<file path="src/rtl/echo_range_filter.sv">
// Captures the ping driver's echo duration at the end of each listen window, keeps a
// power-of-two moving average and drives a hysteretic obstacle flag plus a no-echo flag.
module echo_range_filter #(
  parameter int               WIDTH         = 16,
  parameter int               AVG_LOG2      = 2,
  parameter logic [WIDTH-1:0] NEAR_THRESH   = 16'd1176,
  parameter logic [WIDTH-1:0] FAR_THRESH    = 16'd1470,
  parameter logic [WIDTH-1:0] NO_ECHO_VALUE = 16'hFFFF,
  parameter int               MISS_LIMIT    = 3
) (
  input  logic             clk,
  input  logic             reset,
  input  logic             listening,
  input  logic [WIDTH-1:0] distance,
  output logic [WIDTH-1:0] avg_distance,
  output logic             avg_valid,
  output logic             obstacle,
  output logic             no_echo
);

  localparam int N      = 1 << AVG_LOG2;
  localparam int SUM_W  = WIDTH + AVG_LOG2;
  localparam int MISS_W = $clog2(MISS_LIMIT + 1);
  localparam logic [AVG_LOG2:0] FILL_FULL = (AVG_LOG2 + 1)'(N);
  localparam logic [MISS_W-1:0] MISS_MAX  = MISS_W'(MISS_LIMIT);

  typedef enum logic [1:0] {WAIT_ARM, WAIT_END, UPDATE, COMPARE} state_t;

  state_t              state;
  logic                listening_d;
  logic [WIDTH-1:0]    sample_p0;
  logic [SUM_W-1:0]    sum_p1;
  logic [WIDTH-1:0]    sample_buf [N];
  logic [AVG_LOG2-1:0] wr_ptr;
  logic [AVG_LOG2:0]   fill;
  logic [MISS_W-1:0]   miss;

  function automatic logic [WIDTH-1:0] trunc_avg(input logic [SUM_W-1:0] s);
    return s[SUM_W-1:AVG_LOG2];
  endfunction

  function automatic logic hyst(input logic [WIDTH-1:0] a, input logic prev);
    if (a <= NEAR_THRESH)     return 1'b1;
    else if (a >= FAR_THRESH) return 1'b0;
    else                      return prev;
  endfunction

  always_ff @(posedge clk or negedge reset) begin
    if (!reset) begin
      state        <= WAIT_ARM;
      listening_d  <= 1'b1;
      sample_p0    <= '0;
      sum_p1       <= '0;
      wr_ptr       <= '0;
      fill         <= '0;
      miss         <= '0;
      avg_distance <= '0;
      avg_valid    <= 1'b0;
      obstacle     <= 1'b0;
      no_echo      <= 1'b0;
      for (int i = 0; i < N; i++) sample_buf[i] <= '0;
    end else begin
      listening_d <= listening;
      avg_valid   <= 1'b0;
      case (state)
        WAIT_ARM: if (listening) state <= WAIT_END;
        // Stage p0: capture at the end of the listen window
        WAIT_END: begin
          if (!listening && listening_d) begin
            if (distance == '0) begin
              sample_p0 <= NO_ECHO_VALUE;
              if (miss != MISS_MAX) miss <= miss + 1'b1;
            end else begin
              sample_p0 <= distance;
              miss      <= '0;
            end
            state <= UPDATE;
          end
        end
        // Stage p1: running sum over the circular buffer
        UPDATE: begin
          sum_p1             <= sum_p1 - SUM_W'(sample_buf[wr_ptr]) + SUM_W'(sample_p0);
          sample_buf[wr_ptr] <= sample_p0;
          wr_ptr             <= wr_ptr + 1'b1;
          if (fill != FILL_FULL) fill <= fill + 1'b1;
          state <= COMPARE;
        end
        // Stage p2: publish average and flags once the buffer is full
        COMPARE: begin
          no_echo <= (miss == MISS_MAX);
          if (fill == FILL_FULL) begin
            avg_distance <= trunc_avg(sum_p1);
            avg_valid    <= 1'b1;
            obstacle     <= (miss == MISS_MAX) ? 1'b0 : hyst(trunc_avg(sum_p1), obstacle);
          end
          state <= WAIT_ARM;
        end
        default: state <= WAIT_ARM;
      endcase
    end
  end

endmodule

</file>
<file path="config.mk">
export PLATFORM = sky130hd
export DESIGN_NAME = echo_range_filter
export DESIGN_NICKNAME = d
export VERILOG_FILES = /design/src/rtl/echo_range_filter.sv
export SDC_FILE = /design/constraint.sdc
export NUM_CORES = 1
export LEC_CHECK = 0
export CAP_MARGIN = 20
export CORE_MARGIN = 5
export CORE_UTILIZATION = 65
export CTS_CLUSTER_SIZE = 14
export DETAILED_ROUTE_END_ITERATION = 8
export PLACE_DENSITY = 0.86
export SYNTH_ARGS = -nofsm -noshare
export SYNTH_HDL_FRONTEND = slang
export SYNTH_SLANG_ARGS = --single-unit
</file>
<file path="constraint.sdc">
create_clock -name clk -period 6.7 [get_ports clk]
set_clock_uncertainty 0.15 [all_clocks]
set_input_delay 0.67 -clock clk [delete_from_list [all_inputs] [get_ports clk]]
set_output_delay 0.67 -clock clk [all_outputs]
set_load 0.01 [all_outputs]
</file>
=== Word level (Yosys, flattened, before mapping) ===
Cells that the tools add are included.

* Register bits: 127
* Input bits: 19
* Output and inout bits: 19
* Logic and storage cells: 64

* $add $sub $neg: 5
* Magnitude comparators: 4
* Eq/ne operators: 10
* Mux-type cells: 17
* Bitwise logic cells: 1
* Reductions and logical operators: 12

{| class="wikitable"
|+ Operator list
! cell !! number
|-
| 64-bit bitwise mux || 1
|-
| 16-bit 2-to-1 mux || 4
|-
| 16-bit binary-select mux with 2-bit select || 1
|-
| 16-bit demux with 2-bit select || 1
|-
| 18-bit by 16-bit adder with 18-bit output || 1
|-
| 18-bit by 16-bit subtractor with 18-bit output || 1
|-
| 16-bit by 11-bit >= comparator with 1-bit output (second input constant) || 1
|-
| 16-bit by 11-bit <= comparator with 1-bit output (second input constant) || 1
|-
| 16-bit zero test || 1
|-
| 2-bit 2-to-1 mux || 4
|-
| 2-bit case mux with 4 select lines || 1
|-
| 2-bit AND reduction || 4
|-
| 2-bit == test (second input constant) || 3
|-
| 2-bit != test (second input constant) || 3
|-
| 3-bit AND reduction || 2
|-
| 1-bit 2-to-1 mux || 5
|-
| 2-bit by 1-bit adder with 2-bit output (second input constant) || 2
|-
| 3-bit by 1-bit adder with 3-bit output (second input constant) || 1
|-
| 3-bit == test (second input constant) || 1
|-
| 3-bit >= comparator (second input constant) || 1
|-
| 3-bit by 1-bit < comparator with 1-bit output (second input constant) || 1
|-
| 3-bit != test (second input constant) || 1
|-
| 2-bit NOT with 3-bit output || 1
|-
| 3-bit nonzero test || 1
|-
| other kinds (5) || 6
|}

=== Logic depth before layout (Yosys ltp) ===
* Word-level depth: 6
* Depth in mapped cells: 13
* Depth with buffers taken out: 12

=== Least setup slack after synthesis ===
OpenSTA, ideal clock, no wires.

* Kind: flip-flop to flip-flop
* Start: register wr_ptr[0]
* End: register sum_p1[16]
* Library setup time: 139 ps
* Data arrival time: 3599 ps
* Data required time: 6411 ps
* Setup slack: 2812 ps
* Stages on the path, launching flop included: 13
* Buffers on the path: 2
* Period minus slack after synthesis: 3888 ps
* Cell sequence: dfrtp_1 buf_2 buf_2 mux4_2 fa_1 inv_1 ha_1 a21oi_2 nand2_1 o31ai_2 o31ai_4 nor4b_1 or4_1

* Cells in the longest elaborated chain, start to end: 6

{| class="wikitable"
|+ Ends and longest elaborated chain
! item !! RTL line !! RTL
|-
| start, declared || 34 || <nowiki>logic [AVG_LOG2-1:0] wr_ptr;</nowiki>
|-
| start signal, assigned || 84 || <nowiki>wr_ptr <= wr_ptr + 1'b1;</nowiki>
|-
| 2-bit NOT with 3-bit output (not written as such) || 82 || <nowiki>sum_p1 <= sum_p1 - SUM_W'(sample_buf[wr_ptr]) + SUM_W'(sample_p0);</nowiki>
|-
| 16-bit binary-select mux with 2-bit select || 82 ||
|-
| 16-bit 2-to-1 mux (not written as such) (2 in series) || 82 ||
|-
| 18-bit by 16-bit subtractor with 18-bit output || 82 ||
|-
| 18-bit by 16-bit adder with 18-bit output || 82 ||
|-
| end signal, assigned || 82 ||
|-
| end, declared || 32 || <nowiki>logic [SUM_W-1:0] sum_p1;</nowiki>
|}

Every way passes these cells. The select of a mux whose other input is x is not followed.
A chain may end at the register's enable or synchronous reset.

=== Worst setup path in the final report ===
* Start: register wr_ptr[1]
* End: register sum_p1[16]

Same word-level chain as after synthesis.

==> impl_metrics.env <==
export IMPL_path_cells="mux4_2 > ha_1 > inv_1 > ha_1 > inv_1 > fa_1 > nand2b_1 > a21oi_2 > o31ai_2 > o31ai_4 > a41oi_1 > or4_1"
export IMPL_cp_max_fo=19
export IMPL_drt_iter0_drc=394
export IMPL_seq_area_frac_synth_pct=48.4
export IMPL_grt_pass1_wl_microns=24100
export IMPL_ios=38
export IMPL_core_region_area_sq_mm=0.00982
export IMPL_ys_seq_elements=127
export IMPL_synth_warnings=0
export IMPL_die_height_microns=111
export IMPL_synth_simple_area_share_pct=10.2
export IMPL_start_kind="flop"
export IMPL_synth_adder_area_share_pct=10.6
export IMPL_vias=4906
export IMPL_syn_area_sq_mm=0.00657
export IMPL_synthArstFlopShare_pct=100
export IMPL_die_x_microns=111
export IMPL_worstSetupEndpointType="flop"
export IMPL_antenna_found_initial=0
export IMPL_worst_setup_path_type="flop to flop"
export IMPL_crit_required_ns=6.95
export IMPL_clock_path_buffers=2
export IMPL_hold_buffers=0
export IMPL_cts_buffers=17
export IMPL_period_needed_ns=4.04
export IMPL_grt_pass1_vias=4994
export IMPL_cts_tree="yes"
export IMPL_slew_headroom_pct=33.1
export IMPL_wire_per_inst_microns=16.7
export IMPL_cts_max_level=4
export IMPL_yosysTopAreaCellShare_pct=48.0
export IMPL_start_util_pct=66.9
export IMPL_rsz0062_at_grt="no"
export IMPL_outcome="completed"
export IMPL_synthCells=658
export IMPL_final_fill_count=640
export IMPL_synth_top_cells_by_count="126 x dfrtp_1, 124 x o21ai_0, 101 x nand2_1"
export IMPL_hp_class="input pin to asynchronous set/reset pin"
export IMPL_timing_fmax_ghz=0.248
export IMPL_critPathMaxStageDelay_ns=0.85
export IMPL_finalMaxSlewViolations=0
export IMPL_gp_congestion=0.882
export IMPL_setup_viol=0
export IMPL_via_per_inst=5.88
export IMPL_dp_hpwl_microns=9540
export IMPL_crit_arrival_ns=4.29
export IMPL_cts_setup_buffers=0
export IMPL_synth_compound_area_share_pct=16.5
export IMPL_synth_area_per_cell_sq_um=9.98
export IMPL_clk_latency_ns=0.53
export IMPL_maxCapViolations=0
export IMPL_num_antenna_cells=0
export IMPL_period_share_pct=60.2
export IMPL_final_setup_tns_ns=0
export IMPL_die_area_sq_mm=0.0122
export IMPL_synth_top_family_by_area="compound AO/OA/AOI/OAI gates"
export IMPL_clk_pin_slew_ns=0.06
export IMPL_hold_viol=0
export IMPL_yosysTopAreaCell="dfrtp_1"
export IMPL_layout_nets=753
export IMPL_root_buffer="clkbuf_8"
export IMPL_cp_slowest_cell="dfrtp_1"
export IMPL_synth_ff_type="dfrtp_1"
export IMPL_synth_area_top_cells="dfrtp_1 48%, o21ai_0 9.4%, nand2_1 5.8%, ha_1 5.7%, mux4_2 5.5%"
export IMPL_drive_gt1_share_pct=9.13
export IMPL_synth_xor_area_share_pct=1.20
export IMPL_cts_resized=0
export IMPL_ant_nets=0
export IMPL_drt_first_pass_iters=5
export IMPL_cts_num_sinks=127
export IMPL_synth_edf_count=0
export IMPL_drc=0
export IMPL_syn_num_nets=723
export IMPL_synth_most_common_cell="dfrtp_1"
export IMPL_tightest_slew_ns=1.00
export IMPL_core_rowCount=36
export IMPL_syn_to_final_growth_pct=14.9
export IMPL_grt_remaining_overflow=0
export IMPL_io_buffers=37
export IMPL_synth_area_mux_share_pct=6.82
export IMPL_grt_max_degree=71
export IMPL_drt_total_wl_microns=13900
export IMPL_ys_types=53
export IMPL_grt_use_total_pct=24.5
## layer usage
layer  track usage [%]  wire length (microns)  vias to the layer above
met5                 0                      0                        -
met4              9.03                    277                        0
met3              5.91                    795                       34
met2              40.5                   6950                      171
met1              31.6                   5930                     2407
li1                  -                      -                     2294
## worst max-delay path, delay by kind of cell (launching register included)
family                     cells  cell delay (ns)
AOI/OAI and AO/OA              4             0.74
DFF                            1             0.85
adders and majority gates      3             0.89
buffers and inverters          2             0.14
and+or+nand+nor                2             0.71
muxes                          1             0.41
## per-stage QoR
stage                     hold WS (ns)  cells  instance area [sq um]  setup slack [ns]  util [%]
after floorplan                  0.224    658                   6570              2.81         -
after global placement           0.307    802                   7010              2.81      71.4
after detailed placement         0.316    802                   7010              2.73      71.4
after CTS                       0.0634    834                   7550              2.70      76.9
after global routing             0.109    834                   7550              2.43      76.9
final                           0.0400    834                   7550              2.66      76.9
## sequential cells by signal, summed over array words and instances, names as in the netlist
signal        flops
sample_p0        16
avg_distance     16
state             2
avg_valid         1
sample_buf       64
fill              3
no_echo           1
obstacle          1
sum_p1           18
wr_ptr            2
listening_d       1
miss              2
## cell families after synthesis
group,after synthesis
AO/OA/AOI/OAI,188
XOR/XNOR,9
adder cells (fa/ha/maj),46
buffers and inverters,109
flip-flops,127
multiplexers,24
AND/OR/NAND/NOR,155
## layout by cell type, fill, tap and decap left out, drive strengths merged, types with 4 or more instances in the layout
cell | Yosys | final
o21ai | 130 | 130
dfrtp | 126 | 126
nand2 | 102 | 102
inv | 78 | 79
clkdlybuf4s50 | 0 | 36
ha | 30 | 30
a21oi | 20 | 20
clkbuf | 26 | 19
nor2 | 17 | 17
mux4 | 16 | 16
fa | 16 | 16
nand3 | 9 | 9
clkinv | 1 | 7
a21o | 6 | 6
xnor2 | 6 | 6
mux2 | 6 | 6
nor4 | 5 | 5
o211ai | 5 | 5
clkinvlp | 0 | 5
buf | 4 | 5
nor3 | 4 | 4
nand4 | 4 | 4
o21bai | 4 | 4
## cell type report
| type | instances | area, sq um | area share, % |
|---|---|---|---|
| flip-flops and latches | 127 | 3180 | 42.1 |
| multi-input cells | 422 | 2970 | 39.4 |
| clock buffers | 19 | 422 | 5.58 |
| repair buffers | 41 | 398 | 5.27 |
| inverters | 79 | 297 | 3.93 |
| well taps | 133 | 166 | 2.20 |
| clock inverters | 13 | 118 | 1.56 |
## final timing paths
check                                start         endpoint  slack [ns]  depth (start not counted)
setup / recovery                 wr_ptr[1]       sum_p1[16]        2.66                         12
setup reg to reg                 wr_ptr[1]       sum_p1[16]        2.66                         12
max in group asynchronous            reset    sample_buf[1]        5.00                          2
min in group clk           avg_distance[9]  avg_distance[9]        0.33                          2
hold reg to reg            avg_distance[9]  avg_distance[9]        0.33                          2
hold / removal                       reset  avg_distance[1]        0.04                          1
Power is not shown: default switching activity piles up to over one toggle a cycle in this logic, so the estimate is an artifact.
